**config.mk**
```make
export PLATFORM = sky130hd
export DESIGN_NAME = serial_add_ctrl_flat
export DESIGN_NICKNAME = d
export VERILOG_FILES = /design/src/rtl/serial_add_ctrl_pkg.sv /design/src/rtl/serial_add_ctrl_if.sv /design/src/rtl/serial_add_ctrl_full_adder.sv /design/src/rtl/serial_add_ctrl.sv /design/src/flat_wrapper.sv
export SDC_FILE = /design/constraint.sdc
export NUM_CORES = 1
export LEC_CHECK = 0
export CAP_MARGIN = 20
export CORE_MARGIN = 1.5
export CORE_UTILIZATION = 25
export DETAILED_ROUTE_END_ITERATION = 16
export GPL_TIMING_DRIVEN = 0
export SLEW_MARGIN = 20
export SYNTH_ARGS = -nofsm -noshare
export SYNTH_HDL_FRONTEND = slang
export SYNTH_HIERARCHICAL = 1
export SYNTH_SLANG_ARGS = --single-unit
```
**constraint.sdc**
```tcl
create_clock -name clk -period 1.8 [get_ports clk]
set_clock_uncertainty 0.05 [all_clocks]
set_input_delay 0.18 -clock clk [delete_from_list [all_inputs] [get_ports clk]]
set_output_delay 0.18 -clock clk [all_outputs]
set_load 0.05 [all_outputs]
```
**src/rtl/serial_add_ctrl_pkg.sv**
```systemverilog
// Shared definitions for the bit-serial adder controller.
//   state_t    : FSM state encoding (IDLE=0, RUN=1, DONE=2; 3 is illegal
//                and recovers to IDLE)
//   DEF_WIDTH  : default operand/result width
package serial_add_ctrl_pkg;

  localparam int DEF_WIDTH = 8;

  typedef enum logic [1:0] {
    ST_IDLE = 2'd0,
    ST_RUN  = 2'd1,
    ST_DONE = 2'd2
  } state_t;

endpackage

```
**src/rtl/serial_add_ctrl_if.sv**
```systemverilog
// Host-side handshake bundle for the bit-serial adder.
//   start        host -> adder  request, sampled only while idle
//   a, b, cin    host -> adder  operands, captured on an accepted start
//   busy         adder -> host  high while an add is running or completing
//   done         adder -> host  one-cycle pulse, sum/cout just updated
//   sum, cout    adder -> host  result, held until the next completion
// Modports: master = host, slave = adder.
interface serial_add_ctrl_if
  import serial_add_ctrl_pkg::*;
#(
  parameter int WIDTH = DEF_WIDTH
);
  logic             start;
  logic [WIDTH-1:0] a;
  logic [WIDTH-1:0] b;
  logic             cin;
  logic             busy;
  logic             done;
  logic [WIDTH-1:0] sum;
  logic             cout;

  modport master (
    output start, a, b, cin,
    input  busy, done, sum, cout
  );

  modport slave (
    input  start, a, b, cin,
    output busy, done, sum, cout
  );
endinterface

```
**src/rtl/serial_add_ctrl_full_adder.sv**
```systemverilog
// Single-bit full adder cell, purely combinational.
//   a, b, cin  : addend bits and carry-in
//   sum, cout  : sum bit and carry-out
module full_adder (
  input  logic a,
  input  logic b,
  input  logic cin,
  output logic sum,
  output logic cout
);
  assign sum  = a ^ b ^ cin;
  assign cout = (a & b) | (cin & (a ^ b));
endmodule

```
**src/rtl/serial_add_ctrl.sv**
```systemverilog
// Bit-serial adder controller. Adds two WIDTH-bit operands plus a carry-in,
// LSB first, one bit per clock, through a single full_adder cell. The carry
// lives in a flop between bits.
//   clk    : rising-edge clock
//   rst_n  : asynchronous active-low reset
//   bus    : slave side of serial_add_ctrl_if (start/a/b/cin in,
//            busy/done/sum/cout out)
// Timing: start accepted at edge E0, bits at E1..E_WIDTH, done high for the
// cycle after E_WIDTH, back to IDLE one edge later (one add per WIDTH+2
// cycles). start is ignored whenever busy is high.
module serial_add_ctrl
  import serial_add_ctrl_pkg::*;
#(
  parameter int WIDTH = DEF_WIDTH
) (
  input  logic              clk,
  input  logic              rst_n,
  serial_add_ctrl_if.slave  bus
);

  localparam int CW = $clog2(WIDTH);
  localparam logic [CW-1:0] LAST_BIT = CW'(WIDTH - 1);

  state_t           state;
  logic [WIDTH-1:0] a_sr;
  logic [WIDTH-1:0] b_sr;
  logic [WIDTH-1:0] acc_sr;
  logic             c_ff;
  logic [CW-1:0]    cnt;

  logic             busy_q;
  logic             done_q;
  logic [WIDTH-1:0] sum_q;
  logic             cout_q;

  logic             fa_sum;
  logic             fa_cout;
  logic [WIDTH-1:0] acc_next;

  full_adder u_fa (
    .a    (a_sr[0]),
    .b    (b_sr[0]),
    .cin  (c_ff),
    .sum  (fa_sum),
    .cout (fa_cout)
  );

  // Result bits enter at the top and walk down, so after WIDTH shifts the
  // first (LSB) bit sits at index 0.
  assign acc_next = {fa_sum, acc_sr[WIDTH-1:1]};

  // NOTE: every register here, datapath included, is cleared by reset so an
  // aborted add leaves no stale partial result behind; state is updated only
  // with non-blocking assignments so all flops see pre-edge values.
  always_ff @(posedge clk or negedge rst_n) begin
    if (!rst_n) begin
      state  <= ST_IDLE;
      a_sr   <= '0;
      b_sr   <= '0;
      acc_sr <= '0;
      c_ff   <= 1'b0;
      cnt    <= '0;
      busy_q <= 1'b0;
      done_q <= 1'b0;
      sum_q  <= '0;
      cout_q <= 1'b0;
    end else begin
      case (state)
        ST_IDLE: begin
          done_q <= 1'b0;
          if (bus.start) begin
            a_sr   <= bus.a;
            b_sr   <= bus.b;
            c_ff   <= bus.cin;
            cnt    <= '0;
            busy_q <= 1'b1;
            state  <= ST_RUN;
          end
        end

        ST_RUN: begin
          acc_sr <= acc_next;
          c_ff   <= fa_cout;
          a_sr   <= a_sr >> 1;
          b_sr   <= b_sr >> 1;
          if (cnt == LAST_BIT) begin
            // Publish the completed word straight from the adder outputs so
            // done lines up with the result.
            sum_q  <= acc_next;
            cout_q <= fa_cout;
            done_q <= 1'b1;
            state  <= ST_DONE;
          end else begin
            cnt <= cnt + 1'b1;
          end
        end

        ST_DONE: begin
          done_q <= 1'b0;
          busy_q <= 1'b0;
          state  <= ST_IDLE;
        end

        default: begin
          done_q <= 1'b0;
          busy_q <= 1'b0;
          state  <= ST_IDLE;
        end
      endcase
    end
  end

  assign bus.busy = busy_q;
  assign bus.done = done_q;
  assign bus.sum  = sum_q;
  assign bus.cout = cout_q;

endmodule

```
**src/flat_wrapper.sv**
```systemverilog
// flat-port wrapper written by rule: the top's interface ports become plain ports
module serial_add_ctrl_flat import serial_add_ctrl_pkg::*;
#(
  parameter int WIDTH = DEF_WIDTH
)
  (clk, rst_n, bus_start, bus_a, bus_b, bus_cin, bus_busy, bus_done, bus_sum, bus_cout);
  serial_add_ctrl_if #(.WIDTH(WIDTH)) bus_i ();
  input  logic clk;
  input  logic rst_n;
  input wire logic [$bits(bus_i.start)-1:0] bus_start;
  input wire logic [$bits(bus_i.a)-1:0] bus_a;
  input wire logic [$bits(bus_i.b)-1:0] bus_b;
  input wire logic [$bits(bus_i.cin)-1:0] bus_cin;
  output wire logic [$bits(bus_i.busy)-1:0] bus_busy;
  output wire logic [$bits(bus_i.done)-1:0] bus_done;
  output wire logic [$bits(bus_i.sum)-1:0] bus_sum;
  output wire logic [$bits(bus_i.cout)-1:0] bus_cout;
  assign bus_i.start = bus_start;
  assign bus_i.a = bus_a;
  assign bus_i.b = bus_b;
  assign bus_i.cin = bus_cin;
  assign bus_busy = bus_i.busy;
  assign bus_done = bus_i.done;
  assign bus_sum = bus_i.sum;
  assign bus_cout = bus_i.cout;
  serial_add_ctrl #(.WIDTH(WIDTH)) u_core (.clk(clk), .rst_n(rst_n), .bus(bus_i));
endmodule
```
==> results.cfg <==
[floorplan]
core_area_um2 = 7250
fp.dieW_um = 89.8
pin_count = 31
placement_rows = 31
die_area_um2 = 8060
start_util_pct = 25.9
die_y_um = 89.8

[cts]
cts_tree = yes
cts.reportedPaths.clkPinSlew_ps = 70
clock_sinks = 40
post-cts-setup-buffer-count = 0
cts_made_buffers = 5
h-tree-depth = 2
clock-root-buffer = clkbuf_8
cts_buffer_depth = 2
clk_latency_ps = 290

[worst_setup_path]
worst_path_largest_cell_delay_ps = 400
critical_path.max_fanout = 10
regToRegSetupSlack_ps = 100
timing.critical_path.mode_cell = ha_1
timing.rr.start = u_core/cnt[0]
arrival_time_of_the_worst_setup_path_ps = 1820
timing.reg2reg.worst_path_depth = 5
timing.rr.end = u_core/bus.cout
worstSetupEndpointType = flop
critical-path-slowest-cell = dfrtp_1
critical_path.startpoint = u_core/cnt[0]
cell_by_cell_listing_of_the_critical_path = ha_1, ha_1, nand3b_1, buf_2, mux2_2
critical_path.startpoint_type = flop
required_ps = 1920
worstSetupPathType = reg -> reg

[power_and_ir_drop]
ir_worst_vdd_mv = 0.412
cellPowerDensity_nw_per_um2 = 1690
power_leakage_nw = 1.05

[timing]
max_slew_margin_pct = 65.1
slew_violations = 0
hold_violations = 0
timing_worst_slew_pin_value_ps = 523
fin_crit_ps = 1700
maxClockFrequency_mhz = 589
final.setup.tns_ps = 0
final.period_utilization_pct = 94.3
timing.final.setup_violations = 0
grt_setup_unrepaired = false
timing.hold.ws_ps = 258

[synth]
synthesized_netlist_cell_count = 151
syn_area_um2 = 1880
mappedNetlistNets = 175
synthDistinctLibCells = 24
post-synth-top-area-fraction_pct = 53.2
yosys-top-cells-area = dfrtp_1 53%, mux2_2 9.6%, nor4b_1 5.6%
syn_avg_cell_area_um2 = 12.5
ys.warnings.count = 6
synth.yosys.seq_area_share_pct = 53.2
synth.largest_area_cell = dfrtp_1
synth_seq_cells = 40

[grt]
total_grt_overflow = 0
use_met2_pct = 15.7
gr-usage-all-layers_pct = 10.6
groute.layer.met3.usage_pct = 3.72
wire_length_of_the_first_global_routing_pass_um = 6800
grt_use_met1_pct = 14.5
first_global_vias = 1321
grt_antenna_before_repair = 0
grt_start_max_net_pins = 31
top_usage_layer = met2

[placed_design]
place.gp.congestion = 0.726
i_o_buffers = 30
post-dp-hpwl_um = 2830

[drt]
detail_route.first_pass.iterations = 4
remaining_drc_errors = 0
route.detailed.wl_per_inst_um = 13.5
vias_per_cell = 4.51
drt_first_iter_violations = 70
dr_total_vias = 1308
drt_wl_total_um = 3910
drtAntennaViolNets = 0

[finish]
antennaDiodeCount = 0
num-nets-final = 214
final_layout_size_suffix_gt1_share_pct = 19.9
layout-area-overhead-vs-synth_pct = 28.7
mostFrequentLayoutCell = dfrtp_1
layout_common_cells = 40 x dfrtp_1, 29 x clkdlybuf4s50_1, 16 x mux2_2, 13 x inv_1

[outcome]
outcome = finished, final reports clean

[min_path]
min_path_type = in -> async

[job]
max_cap_viols = 0
worst max path at each step:
stage                         to  slack [ps]
4_1_cts          u_core/bus.cout          80
5_1_grt        u_core/bus.sum[1]           6
6_report         u_core/bus.cout         100
3_5_place_dp      u_core/b_sr[0]        -140
3_3_place_gp       u_core/cnt[0]        -540
2_1_floorplan    u_core/bus.cout         230
metrics by stage:
step	power (mW)	instances	area, um^2	util [%]	setup WS [ps]
finish	4.09	290	2420	33.4	103
global route	4.41	290	2420	33.4	6.31
CTS	4.16	290	2420	33.4	77.8
detailed placement	3.54	281	2320	32.0	-137
global placement	3.49	280	2310	31.8	-542
floorplan	2.95	151	1880	-	228
registers in the layout, summed over array words and instances, names as in the netlist:
| register | flops |
|---|---|
| u_core/acc_sr | 7 |
| u_core/bus.cout | 1 |
| u_core/cnt | 3 |
| u_core/bus.done | 1 |
| u_core/a_sr | 8 |
| u_core/c_ff | 1 |
| u_core/b_sr | 8 |
| u_core/bus.busy | 1 |
| u_core/state | 2 |
| u_core/bus.sum | 8 |
Yosys cell counts:
master,instances
nand3b_1,1
dfrtp_1,40
ha_1,3
and3_1,3
buf_6,1
or4b_1,4
buf_4,1
clkbuf_1,4
o21bai_1,1
fa_1,1
nor4b_1,12
nand2b_1,3
a21oi_1,2
o21ba_2,1
a21o_1,1
buf_2,7
nor3b_1,12
nor2_1,2
mux2_2,16
nor4bb_1,4
a211oi_1,11
inv_1,13
o221a_2,4
a211o_1,4
timing repair:
item,in CTS,in global routing
resized for setup,0,0
hold buffers,1,0
endpoints found under the hold margin,10,0
area by class of cell:
cell class,instances,area [um^2]
Inverter,13,48.8
Multi-Input combinational cell,85,763
Fill cell,762,4830
Buffer,13,68.8
Tap cell,99,124
Clock buffer,8,90.1
Timing Repair Buffer,32,325
Sequential cell,40,1000
power by group:
part	switching, mW	total, mW	internal, mW
logic	1.02	1.91	0.888
clock network	0.285	0.598	0.312
registers	0.261	1.59	1.33
total	1.57	4.09	2.53
worst max-delay path: cells and delay by family, from the launching register on:
family / cells / cell delay [ps]
muxes: 1 / 360
DFF: 1 / 400
adders and majority gates: 2 / 440
buffers and inverters: 1 / 240
and+or+nand+nor: 1 / 80
layer usage:
metal	wire [um]	vias up
met3	180	6
met1	1950	640
met2	1730	26
met5	0	-
met4	53	0
li1	-	636
cells by family after synthesis:
group / share of synthesized area [%]
fa+ha+maj: 3.06
simple gates: 17.4
compound gates: 10.5
mux: 9.57
flops: 53.2
buf+inv: 6.25
(Power assumes the default switching activity.)
